### config.mk
export PLATFORM = sky130hd
export DESIGN_NAME = multi_cycle_controller_flat
export DESIGN_NICKNAME = d
export VERILOG_FILES = /design/src/rtl/multi_cycle_controller_if.sv /design/src/rtl/multi_cycle_controller.sv /design/src/flat_wrapper.sv
export SDC_FILE = /design/constraint.sdc
export NUM_CORES = 1
export LEC_CHECK = 0
export ABC_AREA = 1
export ABC_CLOCK_PERIOD_IN_PS = 1000
export BUFFER_PORTS_ARGS = -buffer_cell sky130_fd_sc_hd__buf_2
export CAP_MARGIN = 20
export CORE_ASPECT_RATIO = 1.1
export CORE_UTILIZATION = 37
export DETAILED_ROUTE_END_ITERATION = 6
export PLACE_DENSITY = 0.72
export SETUP_SLACK_MARGIN = 0.15
export SLEW_MARGIN = 20
export SYNTH_ARGS = -nofsm -noshare
export SYNTH_HDL_FRONTEND = slang
export SYNTH_SLANG_ARGS = --single-unit
export TNS_END_PERCENT = 100
### constraint.sdc
create_clock -name CLK -period 1 [get_ports CLK]
set_input_delay 0.05 -clock CLK [delete_from_list [all_inputs] [get_ports CLK]]
set_output_delay 0.05 -clock CLK [all_outputs]
set_load 0.02 [all_outputs]
### src/rtl/multi_cycle_controller_if.sv
// Control bus between the multi-cycle RV32I controller and its datapath.
// The controller connects through the master modport, the datapath through slave.
interface multi_cycle_controller_if;
  logic [6:0] OP;
  logic [2:0] funct3;
  logic       funct7;
  logic       Zero;
  logic       PCWrite;
  logic       AdrSrc;
  logic       MemWrite;
  logic       IRWrite;
  logic       RegWrite;
  logic [1:0] ResultSrc;
  logic [1:0] ALUSrcA;
  logic [1:0] ALUSrcB;
  logic [1:0] ImmSrc;
  logic [2:0] ALUControl;
  logic       IllegalInstr;
  logic       InstrDone;

  modport master (
    input  OP, funct3, funct7, Zero,
    output PCWrite, AdrSrc, MemWrite, IRWrite, RegWrite, ResultSrc,
           ALUSrcA, ALUSrcB, ImmSrc, ALUControl, IllegalInstr, InstrDone
  );

  modport slave (
    output OP, funct3, funct7, Zero,
    input  PCWrite, AdrSrc, MemWrite, IRWrite, RegWrite, ResultSrc,
           ALUSrcA, ALUSrcB, ImmSrc, ALUControl, IllegalInstr, InstrDone
  );
endinterface

### src/rtl/multi_cycle_controller.sv
// Moore control FSM for the multi-cycle RV32I core: sequences the shared
// memory/ALU datapath for lw, sw, R/I ALU ops, beq, bne and jal, and parks
// in a sticky ERROR state on any unsupported instruction.
module multi_cycle_controller (
  input  logic                           CLK,
  input  logic                           RESET,
  multi_cycle_controller_if.master       bus
);

  typedef enum logic [3:0] {
    S_FETCH,
    S_DECODE,
    S_MEMADR,
    S_MEMREAD,
    S_MEMWB,
    S_MEMWRITE,
    S_EXECUTER,
    S_EXECUTEI,
    S_ALUWB,
    S_BRANCH,
    S_JAL,
    S_ERROR
  } state_t;

  localparam logic [6:0] OP_LW  = 7'b0000011;
  localparam logic [6:0] OP_SW  = 7'b0100011;
  localparam logic [6:0] OP_R   = 7'b0110011;
  localparam logic [6:0] OP_I   = 7'b0010011;
  localparam logic [6:0] OP_BR  = 7'b1100011;
  localparam logic [6:0] OP_JAL = 7'b1101111;

  state_t     state;
  state_t     nxt;
  logic       ill_q;
  logic [1:0] aluop;
  logic       alu_f3_ok;
  logic       pcw_raw;
  logic       irw_raw;
  logic       regw_raw;
  logic       memw_raw;
  logic       done_raw;

  // State register, forced to FETCH asynchronously by reset.
  always_ff @(posedge CLK or negedge RESET) begin
    if (!RESET) state <= S_FETCH;
    else        state <= nxt;
  end

  // Sticky illegal-instruction flag, cleared only by reset.
  always_ff @(posedge CLK or negedge RESET) begin
    if (!RESET)                ill_q <= 1'b0;
    else if (nxt == S_ERROR)   ill_q <= 1'b1;
  end

  // funct3 values the ALU decoder can handle for R/I instructions.
  always_comb begin
    alu_f3_ok = 1'b0;
    case (bus.funct3)
      3'b000, 3'b010, 3'b110, 3'b111: alu_f3_ok = 1'b1;
      default:                        alu_f3_ok = 1'b0;
    endcase
  end

  // Next-state logic and per-state datapath controls.
  always_comb begin
    nxt           = state;
    pcw_raw       = 1'b0;
    irw_raw       = 1'b0;
    regw_raw      = 1'b0;
    memw_raw      = 1'b0;
    done_raw      = 1'b0;
    bus.AdrSrc    = 1'b0;
    bus.ResultSrc = 2'b00;
    bus.ALUSrcA   = 2'b00;
    bus.ALUSrcB   = 2'b00;
    aluop         = 2'b00;
    case (state)
      S_FETCH: begin
        irw_raw       = 1'b1;
        pcw_raw       = 1'b1;
        bus.ALUSrcB   = 2'b10;
        bus.ResultSrc = 2'b10;
        nxt           = S_DECODE;
      end
      S_DECODE: begin
        bus.ALUSrcA = 2'b01;
        bus.ALUSrcB = 2'b01;
        case (bus.OP)
          OP_LW, OP_SW: nxt = S_MEMADR;
          OP_R:         nxt = alu_f3_ok ? S_EXECUTER : S_ERROR;
          OP_I:         nxt = alu_f3_ok ? S_EXECUTEI : S_ERROR;
          OP_BR:        nxt = (bus.funct3[2:1] == 2'b00) ? S_BRANCH : S_ERROR;
          OP_JAL:       nxt = S_JAL;
          default:      nxt = S_ERROR;
        endcase
      end
      S_MEMADR: begin
        bus.ALUSrcA = 2'b10;
        bus.ALUSrcB = 2'b01;
        nxt         = bus.OP[5] ? S_MEMWRITE : S_MEMREAD;
      end
      S_MEMREAD: begin
        bus.AdrSrc = 1'b1;
        nxt        = S_MEMWB;
      end
      S_MEMWB: begin
        bus.ResultSrc = 2'b01;
        regw_raw      = 1'b1;
        done_raw      = 1'b1;
        nxt           = S_FETCH;
      end
      S_MEMWRITE: begin
        bus.AdrSrc = 1'b1;
        memw_raw   = 1'b1;
        done_raw   = 1'b1;
        nxt        = S_FETCH;
      end
      S_EXECUTER: begin
        bus.ALUSrcA = 2'b10;
        aluop       = 2'b10;
        nxt         = S_ALUWB;
      end
      S_EXECUTEI: begin
        bus.ALUSrcA = 2'b10;
        bus.ALUSrcB = 2'b01;
        aluop       = 2'b10;
        nxt         = S_ALUWB;
      end
      S_ALUWB: begin
        regw_raw = 1'b1;
        done_raw = 1'b1;
        nxt      = S_FETCH;
      end
      S_JAL: begin
        bus.ALUSrcA = 2'b01;
        bus.ALUSrcB = 2'b10;
        pcw_raw     = 1'b1;
        nxt         = S_ALUWB;
      end
      S_BRANCH: begin
        bus.ALUSrcA = 2'b10;
        aluop       = 2'b01;
        // funct3[0] inverts the condition: beq takes on Zero, bne on !Zero.
        pcw_raw     = bus.Zero ^ bus.funct3[0];
        done_raw    = 1'b1;
        nxt         = S_FETCH;
      end
      S_ERROR: nxt = S_ERROR;
      default: nxt = S_FETCH;
    endcase
  end

  // ALU operation from ALUOp and the instruction funct fields.
  always_comb begin
    bus.ALUControl = 3'b000;
    case (aluop)
      2'b00: bus.ALUControl = 3'b000;
      2'b01: bus.ALUControl = 3'b001;
      default: begin
        case (bus.funct3)
          3'b000:  bus.ALUControl = (bus.OP[5] & bus.funct7) ? 3'b001 : 3'b000;
          3'b010:  bus.ALUControl = 3'b101;
          3'b110:  bus.ALUControl = 3'b011;
          3'b111:  bus.ALUControl = 3'b010;
          default: bus.ALUControl = 3'b000;
        endcase
      end
    endcase
  end

  // Immediate format selected directly from the opcode.
  always_comb begin
    bus.ImmSrc = 2'b00;
    case (bus.OP)
      OP_SW:   bus.ImmSrc = 2'b01;
      OP_BR:   bus.ImmSrc = 2'b10;
      OP_JAL:  bus.ImmSrc = 2'b11;
      default: bus.ImmSrc = 2'b00;
    endcase
  end

  // Write enables and the retire pulse are suppressed while reset is held.
  always_comb begin
    bus.PCWrite      = pcw_raw  & RESET;
    bus.IRWrite      = irw_raw  & RESET;
    bus.RegWrite     = regw_raw & RESET;
    bus.MemWrite     = memw_raw & RESET;
    bus.InstrDone    = done_raw & RESET;
    bus.IllegalInstr = ill_q;
  end

endmodule

### src/flat_wrapper.sv
// flat-port wrapper written by rule: the top's interface ports become plain ports
module multi_cycle_controller_flat 
  (CLK, RESET, bus_OP, bus_funct3, bus_funct7, bus_Zero, bus_PCWrite, bus_AdrSrc, bus_MemWrite, bus_IRWrite, bus_RegWrite, bus_ResultSrc, bus_ALUSrcA, bus_ALUSrcB, bus_ImmSrc, bus_ALUControl, bus_IllegalInstr, bus_InstrDone);
  multi_cycle_controller_if bus_i ();
  input  logic CLK;
  input  logic RESET;
  input wire logic [$bits(bus_i.OP)-1:0] bus_OP;
  input wire logic [$bits(bus_i.funct3)-1:0] bus_funct3;
  input wire logic [$bits(bus_i.funct7)-1:0] bus_funct7;
  input wire logic [$bits(bus_i.Zero)-1:0] bus_Zero;
  output wire logic [$bits(bus_i.PCWrite)-1:0] bus_PCWrite;
  output wire logic [$bits(bus_i.AdrSrc)-1:0] bus_AdrSrc;
  output wire logic [$bits(bus_i.MemWrite)-1:0] bus_MemWrite;
  output wire logic [$bits(bus_i.IRWrite)-1:0] bus_IRWrite;
  output wire logic [$bits(bus_i.RegWrite)-1:0] bus_RegWrite;
  output wire logic [$bits(bus_i.ResultSrc)-1:0] bus_ResultSrc;
  output wire logic [$bits(bus_i.ALUSrcA)-1:0] bus_ALUSrcA;
  output wire logic [$bits(bus_i.ALUSrcB)-1:0] bus_ALUSrcB;
  output wire logic [$bits(bus_i.ImmSrc)-1:0] bus_ImmSrc;
  output wire logic [$bits(bus_i.ALUControl)-1:0] bus_ALUControl;
  output wire logic [$bits(bus_i.IllegalInstr)-1:0] bus_IllegalInstr;
  output wire logic [$bits(bus_i.InstrDone)-1:0] bus_InstrDone;
  assign bus_i.OP = bus_OP;
  assign bus_i.funct3 = bus_funct3;
  assign bus_i.funct7 = bus_funct7;
  assign bus_i.Zero = bus_Zero;
  assign bus_PCWrite = bus_i.PCWrite;
  assign bus_AdrSrc = bus_i.AdrSrc;
  assign bus_MemWrite = bus_i.MemWrite;
  assign bus_IRWrite = bus_i.IRWrite;
  assign bus_RegWrite = bus_i.RegWrite;
  assign bus_ResultSrc = bus_i.ResultSrc;
  assign bus_ALUSrcA = bus_i.ALUSrcA;
  assign bus_ALUSrcB = bus_i.ALUSrcB;
  assign bus_ImmSrc = bus_i.ImmSrc;
  assign bus_ALUControl = bus_i.ALUControl;
  assign bus_IllegalInstr = bus_i.IllegalInstr;
  assign bus_InstrDone = bus_i.InstrDone;
  multi_cycle_controller u_core (.CLK(CLK), .RESET(RESET), .bus(bus_i));
endmodule
==> flow_summary.ini, run 1 <==
[status]
status = did not finish
haltStage = 5_1_grt
error = [ERROR DPL-0033] detailed placement checks failed during check placement.

[yosys]
yosysMostFrequentCell = nand2_1
synth_warnings = 0
netlist_instances = 94
synth_area_leaders = dfrtp_1 (23%), nand2_1 (17%), nor2_1 (8.9%)
yosysTopAreaCell = dfrtp_1
ys_seq_area_frac = 0.229
synth-seq-cells = 5
synth_simple_gate_area_frac = 0.532
async_flop_share = 1.00
synth_edf_count = 0
synth-main-ff-cell = dfrtp_1
synth_compound_area_frac = 0.119
synth_top_area_share = 0.229
synth_nets = 108
synth_top_family_by_area = simple AND/OR/NAND/NOR gates
avgSynthCellArea_sq_um = 5.80
synthAdderAreaFrac = 0
syn-cell-area_sq_um = 546
ys_types = 22
yosys.area_share.xor_xnor = 0
synth.mux.area_fraction = 0
ys_top_cells_by_count = nand2_1 (25), nor2_1 (13), inv_1 (10), nand3_1 (8), inv_2 (6)

[floorplanning]
rows = 14
start_util = 0.399
die_w_um = 38.6
die_y_um = 42.3
ios = 32

[placed_design]
port_buffers = 31
post-place-ws_ns = -0.250
place.gp.congestion = 0.771
dp_hpwl_um = 1330

[cts]
cts-buffers-inserted = 3
cts-htree-levels = 1
cts_sinks = 5
clk_path_buf_depth = 2
clockRootBuffer = clkbuf_4

[timing]
worst_endpoint = bus_ALUSrcB[0]
endpoint_type = primary output

[global_routing]
grt_max_degree = 7
antenna_found_initial = 0
## stage by stage
step                setup TNS [ns]  std cells   util  area (sq um)
floorplan                   -0.710         94      -           621
global placement             -1.94        151  0.637           871
detailed placement           -2.25        151  0.637           871
CTS                          -5.97        169  0.878          1200
## timing repair
item,4_1_cts
endpoints found under the hold margin,5
hold buffers,1
gates cloned,0
setup endpoints to repair,21
buffers inserted,13
pin swaps,18
gates resized for setup,56
## logic make-up after synthesis
kind of cell / count (synthesis)
AND/OR/NAND/NOR: 62
buffers and inverters: 17
AO/OA/AOI/OAI: 10
flip-flops: 5
==> run 2: changes to the inputs <==
--- a/config.mk
+++ b/config.mk
@@ -6,14 +6,13 @@
 export NUM_CORES = 1
 export LEC_CHECK = 0
 export ABC_AREA = 1
-export ABC_CLOCK_PERIOD_IN_PS = 1000
+export ABC_CLOCK_PERIOD_IN_PS = 1300
 export BUFFER_PORTS_ARGS = -buffer_cell sky130_fd_sc_hd__buf_2
 export CAP_MARGIN = 20
-export CORE_ASPECT_RATIO = 1.1
-export CORE_UTILIZATION = 37
+export CORE_AREA = 2 2 63 65
 export DETAILED_ROUTE_END_ITERATION = 6
-export PLACE_DENSITY = 0.72
-export SETUP_SLACK_MARGIN = 0.15
+export DIE_AREA = 0 0 65 67
+export PLACE_DENSITY_LB_ADDON = 0.15
 export SLEW_MARGIN = 20
 export SYNTH_ARGS = -nofsm -noshare
 export SYNTH_HDL_FRONTEND = slang
==> constraint.sdc (replaced) <==
create_clock -name CLK -period 1.3 [get_ports CLK]
set_input_delay 0.065 -clock CLK [delete_from_list [all_inputs] [get_ports CLK]]
set_output_delay 0.065 -clock CLK [all_outputs]
set_load 0.02 [all_outputs]
==> flow_summary.ini, run 2 <==
[floorplanning]
fp.coreArea_sq_mm = 0.00361
start_util = 0.151
rows = 22
die_area_sq_mm = 0.00436
die_y_um = 67
ios = 32
die_w_um = 65

[job]
maxCapViolCount = 0

[layout]
nNetsFinal = 156
regMostFlops = u_core.state
mostFrequentLayoutCells = buf_2 (18), nand2_1 (17), buf_4 (14)
fillers = 402
final_common_cell = buf_2
multi_input_area_sq_um = 480
drive_gt1_frac = 0.610
area_delta_synth_final_pct = 104
regArea_sq_um = 128
diodes = 0
largest_reg_flops = 4

[setup_path]
worst_setup_path_end_kind = output port
reg2regPathDepth = 9
start_kind = flip-flop
critPathKind = reg2out
cp_max_fo = 3
crit_required_ns = 1.24
crit_arrival_ns = 1.35

[yosys]
yosysMostFrequentCell = nand2_1
synth-seq-cells = 5
synth_warnings = 0
synth_top_area_share = 0.229
avgSynthCellArea_sq_um = 5.80
ys_seq_area_frac = 0.229
yosysTopAreaCell = dfrtp_1
ys_top_cells_by_count = nand2_1 (25), nor2_1 (13), inv_1 (10), nand3_1 (8), inv_2 (6)
ys_types = 22
netlist_instances = 94
synth_nets = 108
async_flop_share = 1.00
synth-main-ff-cell = dfrtp_1
synth_area_leaders = dfrtp_1 (23%), nand2_1 (17%), nor2_1 (8.9%)
synth_edf_count = 0
syn-cell-area_sq_um = 546

[timing]
rsz0062_at_grt = true
period_minus_slack_ns = 1.41
tns_ns = -0.816
tightest_slew_ns = 0.322
relSlewSlack = 0.783
period_share = 1.09
finClkSkew_ns = 0.00210
hold_violations = 0
fin_ws_ns = -0.113
finalSetupViolations = 13
drv_slew = 0
max_freq_mhz = 707

[cts]
cts_sinks = 5
clockRootBuffer = clkbuf_8
cts_tree = done
cts-htree-levels = 1
clk_path_buf_depth = 2
insertion_delay_ns = 0.22
cts-buffers-inserted = 3
path_clk_slew_ns = 0.04

[placed_design]
place.gp.congestion = 0.839
dp_hpwl_um = 1430
post-place-ws_ns = 0.0248
port_buffers = 31

[detailed_routing]
drtAntennaViolNets = 0
firstDrtPassIters = 4
drt_wl_total_um = 1980
vias = 763
drcViolationCount = 0
drt_iter0_markers = 37
via_per_inst = 4.04
avgRoutedWirePerCell_um = 10.5

[pwr]
powerDensity_mw_per_mm2 = 2400
vdd_drop_max_mv = 0.494
p_leak_nw = 0.549

[global_routing]
grt_overflow = 0
grt_max_degree = 8
antenna_found_initial = 0
gr-usage-all-layers = 0.0934
grt_pass1_wl_um = 3160
grt_pass1_vias = 723

[status]
violations = negative setup slack
status = finished, violations left

[worst_hold_path]
worstHoldPathType = in2reg
hold_depth = 3
==> run 2: cell counts after synthesis <==
Identical to the previous run, type by type.
==> run 2: path summary, 6_finish.rpt <==
check,startpoint,slack [ns],endpoint
max in group asynchronous,RESET,0.85,u_core.state[1]$_DFF_PN0_
max,u_core.state[3]$_DFF_PN0_,-0.11,bus_MemWrite
min reg2reg,u_core.bus.IllegalInstr$_DFFE_PN0N_,0.47,u_core.bus.IllegalInstr$_DFFE_PN0N_
min,bus_OP[4],0.17,u_core.state[2]$_DFF_PN0_
max reg2reg,u_core.state[2]$_DFF_PN0_,-0.02,u_core.bus.IllegalInstr$_DFFE_PN0N_
min in group asynchronous,RESET,0.24,u_core.state[3]$_DFF_PN0_
==> run 2: routing by layer <==
metal	vias up	GRT usage	wire length (um)	share of wire
met5	-	0	0	0
met1	341	0.119	801	0.40
met4	0	0.0399	19	0.0096
met2	28	0.161	1040	0.52
met3	2	0.00676	121	0.061
li1	392	-	-	-
==> run 2: what timing repair did <==
action,CTS,global route
hold buffers,1,0
setup endpoints to repair,14,16
setup buffers,6,1
hold endpoints to repair,5,0
pin swaps,8,7
resized for setup,32,22
==> run 2: through the flow <==
step	hold slack, ns	instances	power [W]	cell area (sq um)	util
global route	0.201	189	0.00286	1110	0.309
global placement	-0.111	177	0.00161	802	0.222
finish	0.166	189	0.00267	1110	0.309
floorplan	-0.231	94	0.00115	554	-
CTS	0.177	188	0.00240	1020	0.282
detailed placement	-0.111	177	0.00159	802	0.222
==> run 2: report_power, final <==
part	total (W)	switching, W	internal, W	leakage (nW)
combinational	0.00206	0.00112	0.000945	0.469
clock	0.000283	0.0000725	0.000210	0.0228
sequential	0.000321	0.0000990	0.000222	0.0571
==> run 2: layout make-up <==
class | count | area share
multi-input cells | 72 | 0.431
well taps | 48 | 0.0539
clock buffers | 4 | 0.0404
flip-flops and latches | 5 | 0.115
inverters | 16 | 0.0562
repair buffers | 44 | 0.303
==> run 2: worst max-delay path, stage by stage, from the launching register on <==
cell and delay (ns):
dfrtp_1 0.39, buf_6 0.13, nor2_4 0.17, buf_6 0.13, nand3_4 0.06, nor2_2 0.12, buf_6 0.12
==> run 2: kinds of logic after synthesis <==
logic type | share of synthesized area
AOI/OAI and AO/OA | 0.119
buffers and inverters | 0.119
DFF | 0.229
and+or+nand+nor | 0.532
No activity file was read; power rests on OpenSTA's default activity.
==> run 3: changes to the inputs <==
==> constraint.sdc (replaced) <==
create_clock -name CLK -period 1.3 [get_ports CLK]
set_input_delay 0.065 -clock CLK [delete_from_list [all_inputs] [get_ports CLK]]
set_output_delay 0.065 -clock CLK [all_outputs]
set_load 0.005 [all_outputs]
==> flow_summary.ini, run 3 (same netlist as run 2, synthesis figures left out) <==
[timing]
max_freq_mhz = 737
period_share = 1.04
fin_ws_ns = -0.0565
period_minus_slack_ns = 1.36
drv_slew = 0
hold_slack_ns = 0.187
tightest_slew_ns = 0.232
rsz0062_at_grt = true
finClkSkew_ns = 0.00124
hold_violations = 0
relSlewSlack = 0.844
finalSetupViolations = 7

[detailed_routing]
drtAntennaViolNets = 0
drt_iter0_markers = 20
firstDrtPassIters = 4
drcViolationCount = 0
via_per_inst = 3.89
avgRoutedWirePerCell_um = 9.58
drt_wl_total_um = 1760
vias = 716

[floorplanning]
fp.coreArea_sq_mm = 0.00361
die_w_um = 65
die_area_sq_mm = 0.00436
rows = 22
die_y_um = 67
start_util = 0.151
ios = 32

[global_routing]
grt_max_degree = 7
gr-usage-all-layers = 0.0852
grt_pass1_wl_um = 2910
antenna_found_initial = 0
grt_pass1_vias = 709
grt_overflow = 0

[pwr]
p_int_w = 0.00101
vdd_drop_max_mv = 0.374
power.share.clock = 0.147
pwr-share-comb = 0.675
powerDensity_mw_per_mm2 = 2010
power.share.switching = 0.475
switching_power_w = 0.000915
p_leak_nw = 0.511
seqPwrFrac = 0.177

[setup_path]
critPathKind = reg2out
worst_setup_path_end_kind = output port
critical_path.slowest_cell = dfrtp_1
cp_max_fo = 3
crit_path_max_incr_delay_ns = 0.39
start_kind = flip-flop
worst-path-buf-inv = 2
path_delay_family = simple AND/OR/NAND/NOR gates
crit_required_ns = 1.24
cp_cell_sequence = inv_2 > nor2_4 > nor2_1 > nor4_1 > buf_2
crit_arrival_ns = 1.29

[placed_design]
place.gp.congestion = 0.831
dp_hpwl_um = 1500
port_buffers = 31

[layout]
nNetsFinal = 151
fin_util = 0.265
mostFrequentLayoutCells = buf_2 (31), nand2_1 (21), nor2_1 (10), inv_1 (10), nand3_1 (6)
final_common_cell = buf_2
diodes = 0
largest_reg_flops = 4
drive_gt1_frac = 0.529
regMostFlops = u_core.state
area_delta_synth_final_pct = 75.2

[job]
maxCapViolCount = 0

[cts]
cts_tree = done
clockRootBuffer = clkbuf_8
insertion_delay_ns = 0.22
path_clk_slew_ns = 0.03
cts-htree-levels = 1
cts-buffers-inserted = 3
clk_path_buf_depth = 2
cts_sinks = 5

[worst_hold_path]
worstHoldPathType = in2reg

[status]
status = finished, violations left
violations = negative setup slack
## run 3: cell count changes in the layout (fill, tap and decap cells not counted), sizes merged
| cell | previous run | this run |
|---|---|---|
| buf | 43 | 38 |
## run 3: worst paths after layout
path                                                      from                             endpoint  slack [ns]  cells past startpoint
hold reg to reg            u_core.bus.IllegalInstr$_DFFE_PN0N_  u_core.bus.IllegalInstr$_DFFE_PN0N_        0.47                      2
max in group asynchronous                                RESET            u_core.state[1]$_DFF_PN0_        0.85                      2
hold / removal                                       bus_OP[4]            u_core.state[2]$_DFF_PN0_        0.19                      3
setup reg to reg                     u_core.state[1]$_DFF_PN0_  u_core.bus.IllegalInstr$_DFFE_PN0N_        0.06                      8
min in group asynchronous                                RESET            u_core.state[2]$_DFF_PN0_        0.24                      2
setup / recovery                     u_core.state[2]$_DFF_PN0_                         bus_RegWrite       -0.06                      5
## run 3: worst register-to-register path, stage by stage, from the launching register on
cell and delay [ns]:
dfrtp_2 0.45, inv_4 0.10, nand2_4 0.07, nor2_4 0.12, buf_4 0.13, nand2_1 0.05
o21ai_1 0.10, nand3_1 0.10, nand2_1 0.06
## run 3: through the flow
step	cells	instance area (sq um)	power (W)	worst slack (ns)	TNS, ns
final	184	956	0.00192	-0.0565	-0.205
after global placement	176	786	0.00133	0.0726	0
after detailed placement	176	786	0.00133	0.0665	0
after CTS	184	897	0.00180	-0.0470	-0.158
after floorplan	94	546	0.000909	0.204	0
after global routing	184	956	0.00208	-0.136	-0.888
## run 3: final cells by class
cell class | count | area [sq um]
clock buffer | 4 | 45.0
fill | 428 | 2650
inverter | 16 | 70.1
multi-input combinational | 72 | 427
sequential | 5 | 129
tap | 48 | 60.1
timing repair buffer | 39 | 225
## run 3: repair_timing
action,CTS,global route
endpoints found under the setup margin,10,14
hold buffers,1,0
pin swaps,2,6
resized for setup,11,16
endpoints found under the hold margin,5,0
setup buffers,3,0
## run 3: power by group through the flow
stage | sequential, W | combinational (W) | clock, W
2_1_floorplan | 0.000259 | 0.000650 | 0
6_report | 0.000342 | 0.00130 | 0.000283
3_3_place_gp | 0.000296 | 0.00104 | 0
5_1_grt | 0.000351 | 0.00144 | 0.000294
3_5_place_dp | 0.000299 | 0.00103 | 0
4_1_cts | 0.000310 | 0.00120 | 0.000286
## run 3: per-layer routing
layer | part of all wire | track usage
met4 | 0 | 0.0479
met5 | 0 | 0
met3 | 0.063 | 0.0169
met1 | 0.45 | 0.0990
met2 | 0.48 | 0.146
